**config.mk**
```make
export PLATFORM = sky130hd
export DESIGN_NAME = pwm_button_cfg_ctrl
export DESIGN_NICKNAME = d
export VERILOG_FILES = /design/src/rtl/pwm_pkg.sv /design/src/rtl/btn_debounce.sv /design/src/rtl/pwm_button_cfg_ctrl.sv
export SDC_FILE = /design/constraint.sdc
export NUM_CORES = 1
export LEC_CHECK = 0
export BUFFER_PORTS_ARGS = -buffer_cell sky130_fd_sc_hd__clkbuf_2
export CAP_MARGIN = 20
export CELL_PAD_IN_SITES_DETAIL_PLACEMENT = 1
export CELL_PAD_IN_SITES_GLOBAL_PLACEMENT = 2
export CORE_MARGIN = 4
export CORE_UTILIZATION = 38
export CTS_BUF_LIST = sky130_fd_sc_hd__clkbuf_16
export DETAILED_ROUTE_END_ITERATION = 12
export HOLD_SLACK_MARGIN = 0.08
export PLACE_DENSITY_LB_ADDON = 0.1
export SETUP_SLACK_MARGIN = 0.4
export SYNTH_ARGS = -nofsm -noshare
export SYNTH_HDL_FRONTEND = slang
export SYNTH_SLANG_ARGS = --single-unit
```
**constraint.sdc**
```tcl
create_clock -name clk -period 3.6 [get_ports clk]
set_clock_uncertainty 0.05 [all_clocks]
set_input_delay 0.72 -clock clk [delete_from_list [all_inputs] [get_ports clk]]
set_output_delay 0.72 -clock clk [all_outputs]
set_load 0.02 [all_outputs]
```
**src/rtl/pwm_pkg.sv**
```systemverilog
// Shared definitions for the button-driven PWM front end and the PWM core.
package pwm_pkg;

  // Default register widths, shared with the PWM core.
  localparam int DUTY_W_DEF = 8;
  localparam int DIV_W_DEF  = 8;

  // Button slots inside the per-button vectors of the controller.
  localparam int NUM_BTN      = 4;
  localparam int BTN_INC_DUTY = 0;
  localparam int BTN_DEC_DUTY = 1;
  localparam int BTN_INC_FREQ = 2;
  localparam int BTN_DEC_FREQ = 3;

  // Command chosen by the arbiter for the current cycle.
  // FREQ_UP lowers the divider, FREQ_DN raises it.
  typedef enum logic [2:0] {
    CMD_NONE,
    CMD_DUTY_UP,
    CMD_DUTY_DN,
    CMD_FREQ_UP,
    CMD_FREQ_DN
  } cmd_e;

  // Config handshake towards the PWM core.
  typedef enum logic {
    ST_IDLE,
    ST_PEND
  } state_e;

endpackage

```
**src/rtl/btn_debounce.sv**
```systemverilog
// One push-button: 2-flop synchroniser, debounce counter, rising-edge event
// and hold-to-repeat timer. evt_o is a single-cycle pulse per step request.
module btn_debounce #(
  parameter int DEB_CYCLES   = 4,
  parameter int REPEAT_DELAY = 16,
  parameter int REPEAT_RATE  = 8
) (
  input  logic clk,
  input  logic rst,
  input  logic btn_i,
  output logic evt_o
);

  localparam int CW   = $clog2(DEB_CYCLES + 1);
  localparam int RMAX = (REPEAT_DELAY > REPEAT_RATE) ? REPEAT_DELAY : REPEAT_RATE;
  localparam int RW   = $clog2(RMAX + 1);

  logic [1:0]    sync_q;
  logic [CW-1:0] deb_cnt_q;
  logic          deb_q;
  logic          deb_prev_q;
  logic [RW-1:0] rep_cnt_q;
  logic          first_q;

  logic          rise;
  logic          rep_hit;
  logic [RW-1:0] rep_tgt;

  // First repeat waits the long delay, later ones use the short rate.
  assign rise    = deb_q & ~deb_prev_q;
  assign rep_tgt = first_q ? RW'(REPEAT_DELAY) : RW'(REPEAT_RATE);
  assign rep_hit = deb_q & deb_prev_q & (rep_cnt_q == rep_tgt);
  assign evt_o   = rise | rep_hit;

  // Synchronise, then flip the debounced level after DEB_CYCLES differing samples.
  always_ff @(posedge clk or negedge rst) begin
    if (!rst) begin
      sync_q     <= '0;
      deb_cnt_q  <= '0;
      deb_q      <= 1'b0;
      deb_prev_q <= 1'b0;
    end else begin
      sync_q     <= {sync_q[0], btn_i};
      deb_prev_q <= deb_q;
      if (sync_q[1] != deb_q) begin
        if (deb_cnt_q == CW'(DEB_CYCLES - 1)) begin
          deb_q     <= ~deb_q;
          deb_cnt_q <= '0;
        end else begin
          deb_cnt_q <= deb_cnt_q + CW'(1);
        end
      end else begin
        deb_cnt_q <= '0;
      end
    end
  end

  // Count cycles since the last event while held; a release parks the timer.
  always_ff @(posedge clk or negedge rst) begin
    if (!rst) begin
      rep_cnt_q <= '0;
      first_q   <= 1'b0;
    end else if (rise) begin
      rep_cnt_q <= RW'(1);
      first_q   <= 1'b1;
    end else if (rep_hit) begin
      rep_cnt_q <= RW'(1);
      first_q   <= 1'b0;
    end else if (deb_q) begin
      rep_cnt_q <= rep_cnt_q + RW'(1);
    end else begin
      rep_cnt_q <= '0;
    end
  end

endmodule

```
**src/rtl/pwm_button_cfg_ctrl.sv**
```systemverilog
// Button front end for the PWM core: per-button event sources, pending bits,
// fixed-priority arbiter, saturating duty/divider registers and the
// valid/ack config handshake.
module pwm_button_cfg_ctrl
  import pwm_pkg::*;
#(
  parameter int DEB_CYCLES   = 4,
  parameter int DUTY_W       = DUTY_W_DEF,
  parameter int DIV_W        = DIV_W_DEF,
  parameter int DUTY_STEP    = 1,
  parameter int INIT_DUTY    = 128,
  parameter int INIT_DIV     = 255,
  parameter int REPEAT_DELAY = 16,
  parameter int REPEAT_RATE  = 8
) (
  input  logic              clk,
  input  logic              rst,
  input  logic              increase_duty_bt,
  input  logic              decrease_duty_bt,
  input  logic              increase_freq_bt,
  input  logic              decrease_freq_bt,
  input  logic              cfg_ack,
  output logic [DUTY_W-1:0] duty_cfg,
  output logic [DIV_W-1:0]  div_cfg,
  output logic              cfg_valid
);

  localparam logic [DUTY_W:0] DUTY_MAX = {1'b0, {DUTY_W{1'b1}}};
  localparam logic [DUTY_W:0] STEP     = (DUTY_W+1)'(DUTY_STEP);

  logic [NUM_BTN-1:0] btn_raw, evt, clr, pend_q, pend_d;
  cmd_e               cmd;
  logic [DUTY_W-1:0]  duty_q, duty_d;
  logic [DIV_W-1:0]   div_q, div_d;
  logic [DUTY_W:0]    duty_ext;
  logic [DIV_W:0]     div_ext;
  logic               chg;
  state_e             state_q;
  logic               cfg_valid_q;

  assign btn_raw = {decrease_freq_bt, increase_freq_bt, decrease_duty_bt, increase_duty_bt};

  for (genvar g = 0; g < NUM_BTN; g++) begin : g_btn
    btn_debounce #(
      .DEB_CYCLES  (DEB_CYCLES),
      .REPEAT_DELAY(REPEAT_DELAY),
      .REPEAT_RATE (REPEAT_RATE)
    ) u_btn (
      .clk  (clk),
      .rst  (rst),
      .btn_i(btn_raw[g]),
      .evt_o(evt[g])
    );
  end

  // Pick one pending request; an opposing pair on one register cancels out.
  always_comb begin
    cmd = CMD_NONE;
    clr = '0;
    if (pend_q[BTN_DEC_DUTY] && pend_q[BTN_INC_DUTY]) begin
      clr[BTN_DEC_DUTY] = 1'b1;
      clr[BTN_INC_DUTY] = 1'b1;
    end else if (pend_q[BTN_DEC_DUTY]) begin
      cmd = CMD_DUTY_DN;
      clr[BTN_DEC_DUTY] = 1'b1;
    end else if (pend_q[BTN_INC_DUTY]) begin
      cmd = CMD_DUTY_UP;
      clr[BTN_INC_DUTY] = 1'b1;
    end else if (pend_q[BTN_DEC_FREQ] && pend_q[BTN_INC_FREQ]) begin
      clr[BTN_DEC_FREQ] = 1'b1;
      clr[BTN_INC_FREQ] = 1'b1;
    end else if (pend_q[BTN_DEC_FREQ]) begin
      cmd = CMD_FREQ_DN;
      clr[BTN_DEC_FREQ] = 1'b1;
    end else if (pend_q[BTN_INC_FREQ]) begin
      cmd = CMD_FREQ_UP;
      clr[BTN_INC_FREQ] = 1'b1;
    end
  end

  // Step in one extra bit so over/underflow is visible, then clamp.
  // The divider never reaches 0.
  always_comb begin
    duty_d   = duty_q;
    div_d    = div_q;
    duty_ext = '0;
    div_ext  = '0;
    case (cmd)
      CMD_DUTY_UP: begin
        duty_ext = {1'b0, duty_q} + STEP;
        duty_d   = (duty_ext > DUTY_MAX) ? DUTY_MAX[DUTY_W-1:0] : duty_ext[DUTY_W-1:0];
      end
      CMD_DUTY_DN: begin
        duty_ext = {1'b0, duty_q} - STEP;
        duty_d   = duty_ext[DUTY_W] ? '0 : duty_ext[DUTY_W-1:0];
      end
      CMD_FREQ_UP: begin
        div_ext = {1'b0, div_q} - (DIV_W+1)'(1);
        div_d   = (div_ext[DIV_W] || div_ext == '0) ? DIV_W'(1) : div_ext[DIV_W-1:0];
      end
      CMD_FREQ_DN: begin
        div_ext = {1'b0, div_q} + (DIV_W+1)'(1);
        div_d   = div_ext[DIV_W] ? '1 : div_ext[DIV_W-1:0];
      end
      default: ;
    endcase
  end

  // A new event wins over the clear of the same slot.
  assign pend_d = (pend_q & ~clr) | evt;
  assign chg    = (duty_d != duty_q) || (div_d != div_q);

  // Pending bits and config registers.
  always_ff @(posedge clk or negedge rst) begin
    if (!rst) begin
      pend_q <= '0;
      duty_q <= DUTY_W'(INIT_DUTY);
      div_q  <= DIV_W'(INIT_DIV);
    end else begin
      pend_q <= pend_d;
      duty_q <= duty_d;
      div_q  <= div_d;
    end
  end

  // Handshake: any real change raises valid; ack drops it unless a change lands the same cycle.
  always_ff @(posedge clk or negedge rst) begin
    if (!rst) begin
      state_q     <= ST_IDLE;
      cfg_valid_q <= 1'b0;
    end else begin
      case (state_q)
        ST_IDLE: if (chg) begin
          state_q     <= ST_PEND;
          cfg_valid_q <= 1'b1;
        end
        ST_PEND: if (cfg_ack && !chg) begin
          state_q     <= ST_IDLE;
          cfg_valid_q <= 1'b0;
        end
        default: begin
          state_q     <= ST_IDLE;
          cfg_valid_q <= 1'b0;
        end
      endcase
    end
  end

  assign duty_cfg  = duty_q;
  assign div_cfg   = div_q;
  assign cfg_valid = cfg_valid_q;

endmodule
```
* Word-level counts from Yosys, hierarchy flattened
Index checks and enable logic that the tools add are counted.
Widths: inputs -> output; s select.
** Word-level totals
- Flip-flop bits (word level) :: 74
- Latch bits :: 0
- Bits in writable memories :: 0
- Memory bits (read-only) :: 0
- Input port bits :: 7
- Logic and storage cells :: 167
- Memories kept :: 0
** Cells by class
- Add/sub/neg operators :: 12
- $mul :: 0
- Div/mod/pow operators :: 0
- Order comparisons :: 1
- Eq/ne operators :: 20
- Shift-type cells :: 0
- Mux-type cells :: 61
- Bitwise operators :: 28
- Reductions and logical operators :: 16
** Operators by type and width (count)
- $mux 5 :: 16
- $mux 3 :: 13
- $mux 8 :: 4
- $pmux 8 s2 :: 2
- $add 5x1->5 const B :: 4
- $eq 5x5->1 :: 4
- $add 8x1->9 const B :: 2
- $eq 3x2->1 const B :: 6
- $mux 1 :: 18
- $sub 8x1->9 const B :: 2
- $ne 8x8->1 :: 2
- $add 3x1->3 const B :: 4
- $and 1x1->1 :: 12
- $mux 2 :: 6
- $reduce_and 2->1 :: 5
- $gt 9x8->1 const B :: 1
- $logic_not 9->1 :: 1
- $not 1->1 :: 9
- $reduce_bool 2->1 :: 4
- $and 4x4->4 :: 1
- $ne 1x1->1 :: 4
- $not 4->4 :: 1
- $or 1x1->1 :: 4
- $or 4x4->4 :: 1
- 8 further kinds :: 12

* Logic depth before layout (Yosys ltp)
- Word-level depth :: 14
- Depth in mapped cells :: 12
- Depth with buffers taken out :: 10

* Hierarchy
From an unflattened synthesis, not the netlist that was laid out.
** Second synthesis, totals
- Cell total of the unflattened synthesis :: 487
- Area, all modules :: 4590.7 um^2
** Modules (own cells, without submodules)
- pwm_button_cfg_ctrl :: times used 1, cells each 307, area an instance 2343.5 um^2
- btn_debounce :: times used 4, cells each 45, area an instance 561.8 um^2

* Least setup slack after synthesis
Ideal clock, no wire load.
- Kind :: register -> register
- Start point :: register duty_q[0], in the netlist duty_cfg[0]
- End point :: register cfg_valid_q, in the netlist cfg_valid
- Library setup time :: 131 ps
- Data arrival time :: 3046 ps
- Required time :: 3419 ps
- Setup slack :: 373 ps
- Stages on the path, launching flop included :: 12
- Buffers on the path :: 1
- Cells stage by stage :: dfrtp_1 clkbuf_1 inv_1 ha_1 or4b_4 o21a_1 and3_1 nor4_2 o2111ai_1 or4_4 a2111oi_4 a21oi_1
** Between the ends
- Word-level cells in the longest chain between the ends :: 10
** RTL lines
- from (decl) :: line pwm_button_cfg_ctrl.sv:33 : logic [DUTY_W-1:0] duty_q, duty_d;
- from (signal assigned) :: line pwm_button_cfg_ctrl.sv:117 : duty_q <= DUTY_W'(INIT_DUTY);
- from (signal assigned) :: line pwm_button_cfg_ctrl.sv:121 : duty_q <= duty_d;
- $add 8x1->9 :: line pwm_button_cfg_ctrl.sv:90 : duty_ext = {1'b0, duty_q} + STEP;
- $gt 9x8->1 :: line pwm_button_cfg_ctrl.sv:91 : duty_d = (duty_ext > DUTY_MAX) ? DUTY_MAX[DUTY_W-1:0] : duty_ext[DUTY_W-1:0];
- $mux 8 :: line pwm_button_cfg_ctrl.sv:91
- $pmux 8 s2 :: line pwm_button_cfg_ctrl.sv:88 : case (cmd)
- $ne 8x8->1 * :: line pwm_button_cfg_ctrl.sv:111 : assign chg = (duty_d != duty_q) || (div_d != div_q);
- $logic_or 1x1->1 * :: line pwm_button_cfg_ctrl.sv:111
- $logic_not 1->1 :: line pwm_button_cfg_ctrl.sv:137 : ST_PEND: if (cfg_ack && !chg) begin
- $logic_and 1x1->1 :: line pwm_button_cfg_ctrl.sv:137
- $ne 2x1->1 (no line)
- $reduce_and 2->1 (no line) *
- to (signal assigned) :: line pwm_button_cfg_ctrl.sv:135 : cfg_valid_q <= 1'b1;
- to (signal assigned) :: line pwm_button_cfg_ctrl.sv:139 : cfg_valid_q <= 1'b0;
- to (signal assigned) :: line pwm_button_cfg_ctrl.sv:143 : cfg_valid_q <= 1'b0;
- to (decl) :: line pwm_button_cfg_ctrl.sv:39 : logic cfg_valid_q;
Every way passes the cells marked *; elsewhere a longest branch is shown, timed or not.
A chain may end at the register's enable or synchronous reset.

* Final worst setup path
- Start point :: register duty_q[1], in the netlist duty_cfg[1]
- End point :: register cfg_valid_q, in the netlist cfg_valid
The elaborated chain is that of the path after synthesis.

==> results.md <==
- The type of the worst setup path is flop to flop.
- The Yosys warning count is 0.
- TritonCTS built the clock tree.
- The final net count is 563.
- The post-synthesis instance area is 4450 um2.
- After detailed routing, the wire length on met1 is 5.61 mm.
- The length of routed met3 wiring is 376 um.
- The count of endpoints failing hold in the final timing report was 0.
- The highest signal layer in the routed design is met4.
- The number of antenna violations at the first check in global routing is 0.
- In this run the critical register-to-register path is captured at cfg_valid.
- Clock latency on the worst-skew pair, taken at its later pin, is 330 ps.
- The number of cells produced by synthesis is 505.
- The final max-slew violation count is 0.
- The post-route DRC violation count is 0.
- The number of synthesized flops with an enable pin is 0.
- The clock net in this run drives a total of 74 sinks.
- The number of cells on the worst reg-to-reg path is 10.
- Clock-pin slew was measured on the worst setup and hold paths at 60 ps.
- Setup repair after global routing left no endpoint under its margin.
- After global routing the overflow that remains totals 0.
- Before antenna repair, the detailed router went through 4 iterations.
- The worst hold path was traced through 0 stages.
- The signal arrival time at the worst endpoint is 3250 ps.
- From left edge to right edge, the die measures 116 um.
- The worst slew margin relative to its limit is 36.4%.
- Using the TritonRoute via totals, the vias-per-cell ratio works out to 5.70.
- The count of antenna-violating nets left after detailed routing is 0.
- Summed over all cells, the static leakage comes to 2.21 nW.
- The floorplan die height is 116 um.
- After synthesis the netlist holds a flip-flop and latch count of 74.
- 0 antenna diodes ended up in the layout.
- The fraction of registers with async set or reset after synthesis is 100%.
- Along the worst path, the maximum fanout reaches 7.
- In the final timing run, aggregate negative setup slack is 0 ps.
- Once detailed placement completed, the half-perimeter wirelength came to 8.42 mm.
- The worst hold path belongs to the class flop to flop.
- The area overhead of the layout relative to synthesis is 15.6%.
- By area the synthesized netlist is led by sky130_fd_sc_hd__dfrtp_1, sky130_fd_sc_hd__ha_1, sky130_fd_sc_hd__dfstp_2, sky130_fd_sc_hd__nand2_1, sky130_fd_sc_hd__nor2_1.
- The via count of the routed design is 3,890.
- The worst setup margin is 509 ps.
- Sorting the synthesized cells by how often they occur yields sky130_fd_sc_hd__dfrtp_1, sky130_fd_sc_hd__nand2_1, sky130_fd_sc_hd__nor2_1.
- The first global-routing pass estimated 20.4 mm of wire.
- The fmax is 324 MHz.
- Averaged over all synthesized cells, the footprint is 8.81 um2.
- The root buffer selected by CTS is sky130_fd_sc_hd__clkbuf_16.
- For the pin with the worst max-slew slack, the measured transition is 954 ps.
- The routed length per placed instance is 17.4 um.
- The most common cell in the synthesized netlist is sky130_fd_sc_hd__dfrtp_1.
- The flow ran to the end, and the final reports show no timing, DRC or antenna violations.
- The number of nets handed over by synthesis was 533.
- The setup slack at placement is 337 ps.
- For this design the top-level I/O count stands at 24.
- The routed design has 11.9 mm of wire.
- The total routing usage reported by global routing is 19.1%.
- Counting along the longest clock path gives a buffer depth of 2.
- In this run, CTS created clock tree buffers numbering 9.
- The final setup violation count is 0.
- The worst register-to-register path begins at duty_cfg[1].
- The global placement routability congestion is 0.885.
- The filler cell count is 1,353.
- CTS built an H-tree with a depth of 3.
- The area share of the largest cell type after synthesis is 36.6%.
- The endpoint type of the worst setup path is a flop.
- The end of the worst hold path is g_btn[2].u_btn.sync_q[1].
- In this run the register-to-register setup slack is 510 ps.
- The category of the worst setup path launch point is a flop.
- The floorplan step defined a die boundary enclosing 13,500 um2.
- The highest ir drop seen on vdd is 0.000354 V.
- The count of unique library cells instantiated by Yosys is 63.
- The shortest clock period the worst path allows after layout is 3090 ps.
- The total power per unit cell area is 897 nW/um2.
- The core area is 11,400 um2.
- Of the synthesized area, sequential elements account for 41.9%.
- STA puts the critical path data required time at 3760 ps.
- Input and output buffers added on the ports amount to 23.
- The initial cell density of the core is 39.0%.
- The cell taking the most area after synthesis is sky130_fd_sc_hd__dfrtp_1.
- The via count of the first global-routing pass is 3,996.
- The number of placement rows is 39.
- Entering global routing, the biggest net connects 75 pins.
- Across the run, the number of max-cap violations was 0.
- In this run the most critical hold path is launched from g_btn[2].u_btn.sync_q[0].
- In the synthesized netlist the dominant register cell turns out to be sky130_fd_sc_hd__dfrtp_1.
- The final clock period utilization by the worst path is 85.9%.
- The detailed router's first-iteration violation count is 186.
- In the final layout, the share of cells above drive strength 1 is 16.3%.
- In the detailed route, the total length drawn on met2 is 5.62 mm.
## repair_timing
item | CTS | global route
setup buffers | 6 | 2
setup endpoints to repair | 2 | 2
hold buffers | 0 | 0
gates cloned | 0 | 0
pin swaps | 0 | 2
resized for setup | 1 | 15
## kinds of logic (layout without fill, tap and decap cells)
logic type      Yosys count  count (layout)  share of synthesized area [%]
buf+inv                  55              89                           4.78
fa+ha+maj                21              21                           5.91
flops                    74              74                           41.9
simple gates            201             201                           23.2
mux                       3               3                          0.675
compound gates          131             131                           19.6
xor+xnor                 20              20                           3.94
## final cells by class
type	instances	area (um2)	area share [%]
Clock buffer	9	225	4.38
Clock inverter	6	61.3	1.19
Inverter	32	120	2.34
Multi-Input combinational cell	376	2430	47.2
Sequential cell	74	1870	36.3
Tap cell	143	179	3.48
Timing Repair Buffer	42	260	5.06
## metrics by stage
step / util, % / cell area [um2] / std cells / hold slack [ps] / power (mW)
2_1_floorplan: - / 4450 / 505 / 281 / 2.92
3_3_place_gp: 41.5 / 4740 / 659 / 284 / 3.54
3_5_place_dp: 41.5 / 4740 / 659 / 291 / 3.58
4_1_cts: 44.4 / 5070 / 680 / 304 / 4.55
5_1_grt: 45.0 / 5140 / 682 / 310 / 4.99
6_report: 45.0 / 5140 / 682 / 300 / 4.61
## worst max path at each step
stage,from,end,depth (start not counted)
2_1_floorplan,duty_cfg[1],cfg_valid,11
3_3_place_gp,div_cfg[0],cfg_valid,10
3_5_place_dp,duty_cfg[0],cfg_valid,10
4_1_cts,div_cfg[1],cfg_valid,10
5_1_grt,div_cfg[1],cfg_valid,10
6_report,duty_cfg[1],cfg_valid,10
## power by group
part           switching [mW]  total [mW]  internal (mW)
Clock                   0.347       0.876          0.529
Combinational            1.35        2.28          0.931
Sequential              0.346        1.45           1.11
## placed cells by master, fill, tap and decap left out, types with 4 or more instances in the layout
| cell | synthesis | routed |
|---|---|---|
| sky130_fd_sc_hd__nand2b_1 | 9 | 9 |
| sky130_fd_sc_hd__o31ai_1 | 5 | 4 |
| sky130_fd_sc_hd__nand4_1 | 4 | 4 |
| sky130_fd_sc_hd__o21a_1 | 6 | 6 |
| sky130_fd_sc_hd__ha_1 | 21 | 19 |
| sky130_fd_sc_hd__o22ai_1 | 4 | 4 |
| sky130_fd_sc_hd__o211ai_1 | 6 | 6 |
| sky130_fd_sc_hd__o21ai_0 | 34 | 34 |
| sky130_fd_sc_hd__clkbuf_2 | 1 | 22 |
| sky130_fd_sc_hd__buf_4 | 0 | 20 |
| sky130_fd_sc_hd__dfrtp_1 | 65 | 62 |
| sky130_fd_sc_hd__nand3_1 | 21 | 21 |
| sky130_fd_sc_hd__xnor2_1 | 10 | 10 |
| sky130_fd_sc_hd__nor2_1 | 48 | 46 |
| sky130_fd_sc_hd__a21o_1 | 4 | 4 |
| sky130_fd_sc_hd__xor2_1 | 10 | 10 |
| sky130_fd_sc_hd__nor2b_1 | 11 | 11 |
| sky130_fd_sc_hd__a21oi_1 | 29 | 29 |
| sky130_fd_sc_hd__inv_1 | 32 | 31 |
| sky130_fd_sc_hd__dfstp_2 | 9 | 9 |
| sky130_fd_sc_hd__nor3_1 | 17 | 16 |
| sky130_fd_sc_hd__nor3b_1 | 6 | 6 |
| sky130_fd_sc_hd__o31a_1 | 5 | 5 |
| sky130_fd_sc_hd__o21ai_1 | 4 | 4 |
| sky130_fd_sc_hd__clkbuf_16 | 0 | 9 |
| sky130_fd_sc_hd__or3_1 | 8 | 8 |
| sky130_fd_sc_hd__nand2_1 | 48 | 47 |
| sky130_fd_sc_hd__and3_1 | 10 | 10 |
| sky130_fd_sc_hd__a211o_1 | 5 | 5 |
## critical path, stage by stage, from the launching register on
cell	delay, ps
sky130_fd_sc_hd__dfrtp_2	450
sky130_fd_sc_hd__inv_2	90
sky130_fd_sc_hd__ha_4	150
sky130_fd_sc_hd__or4b_4	490
sky130_fd_sc_hd__o21a_1	240
sky130_fd_sc_hd__and3_1	180
sky130_fd_sc_hd__nor4_2	230
sky130_fd_sc_hd__o2111ai_1	160
sky130_fd_sc_hd__or4_4	570
sky130_fd_sc_hd__a2111oi_4	280
sky130_fd_sc_hd__a21oi_1	70
## metal layers
| layer | track usage (%) | vias to the layer above |
|---|---|---|
| li1 | - | 1867 |
| met1 | 26.6 | 1941 |
| met2 | 29.4 | 61 |
| met3 | 3.63 | 21 |
| met4 | 7.35 | 0 |
| met5 | 0 | - |
## flip-flops by register name, indices dropped and copies added, names as in the netlist
register	count
g_btn.u_btn.rep_cnt_q	20
g_btn.u_btn.deb_cnt_q	12
div_cfg	8
duty_cfg	8
g_btn.u_btn.sync_q	8
g_btn.u_btn.deb_prev_q	4
g_btn.u_btn.deb_q	4
g_btn.u_btn.first_q	4
pend_q	4
cfg_valid	1
state_q	1
(Power assumes the default switching activity.)
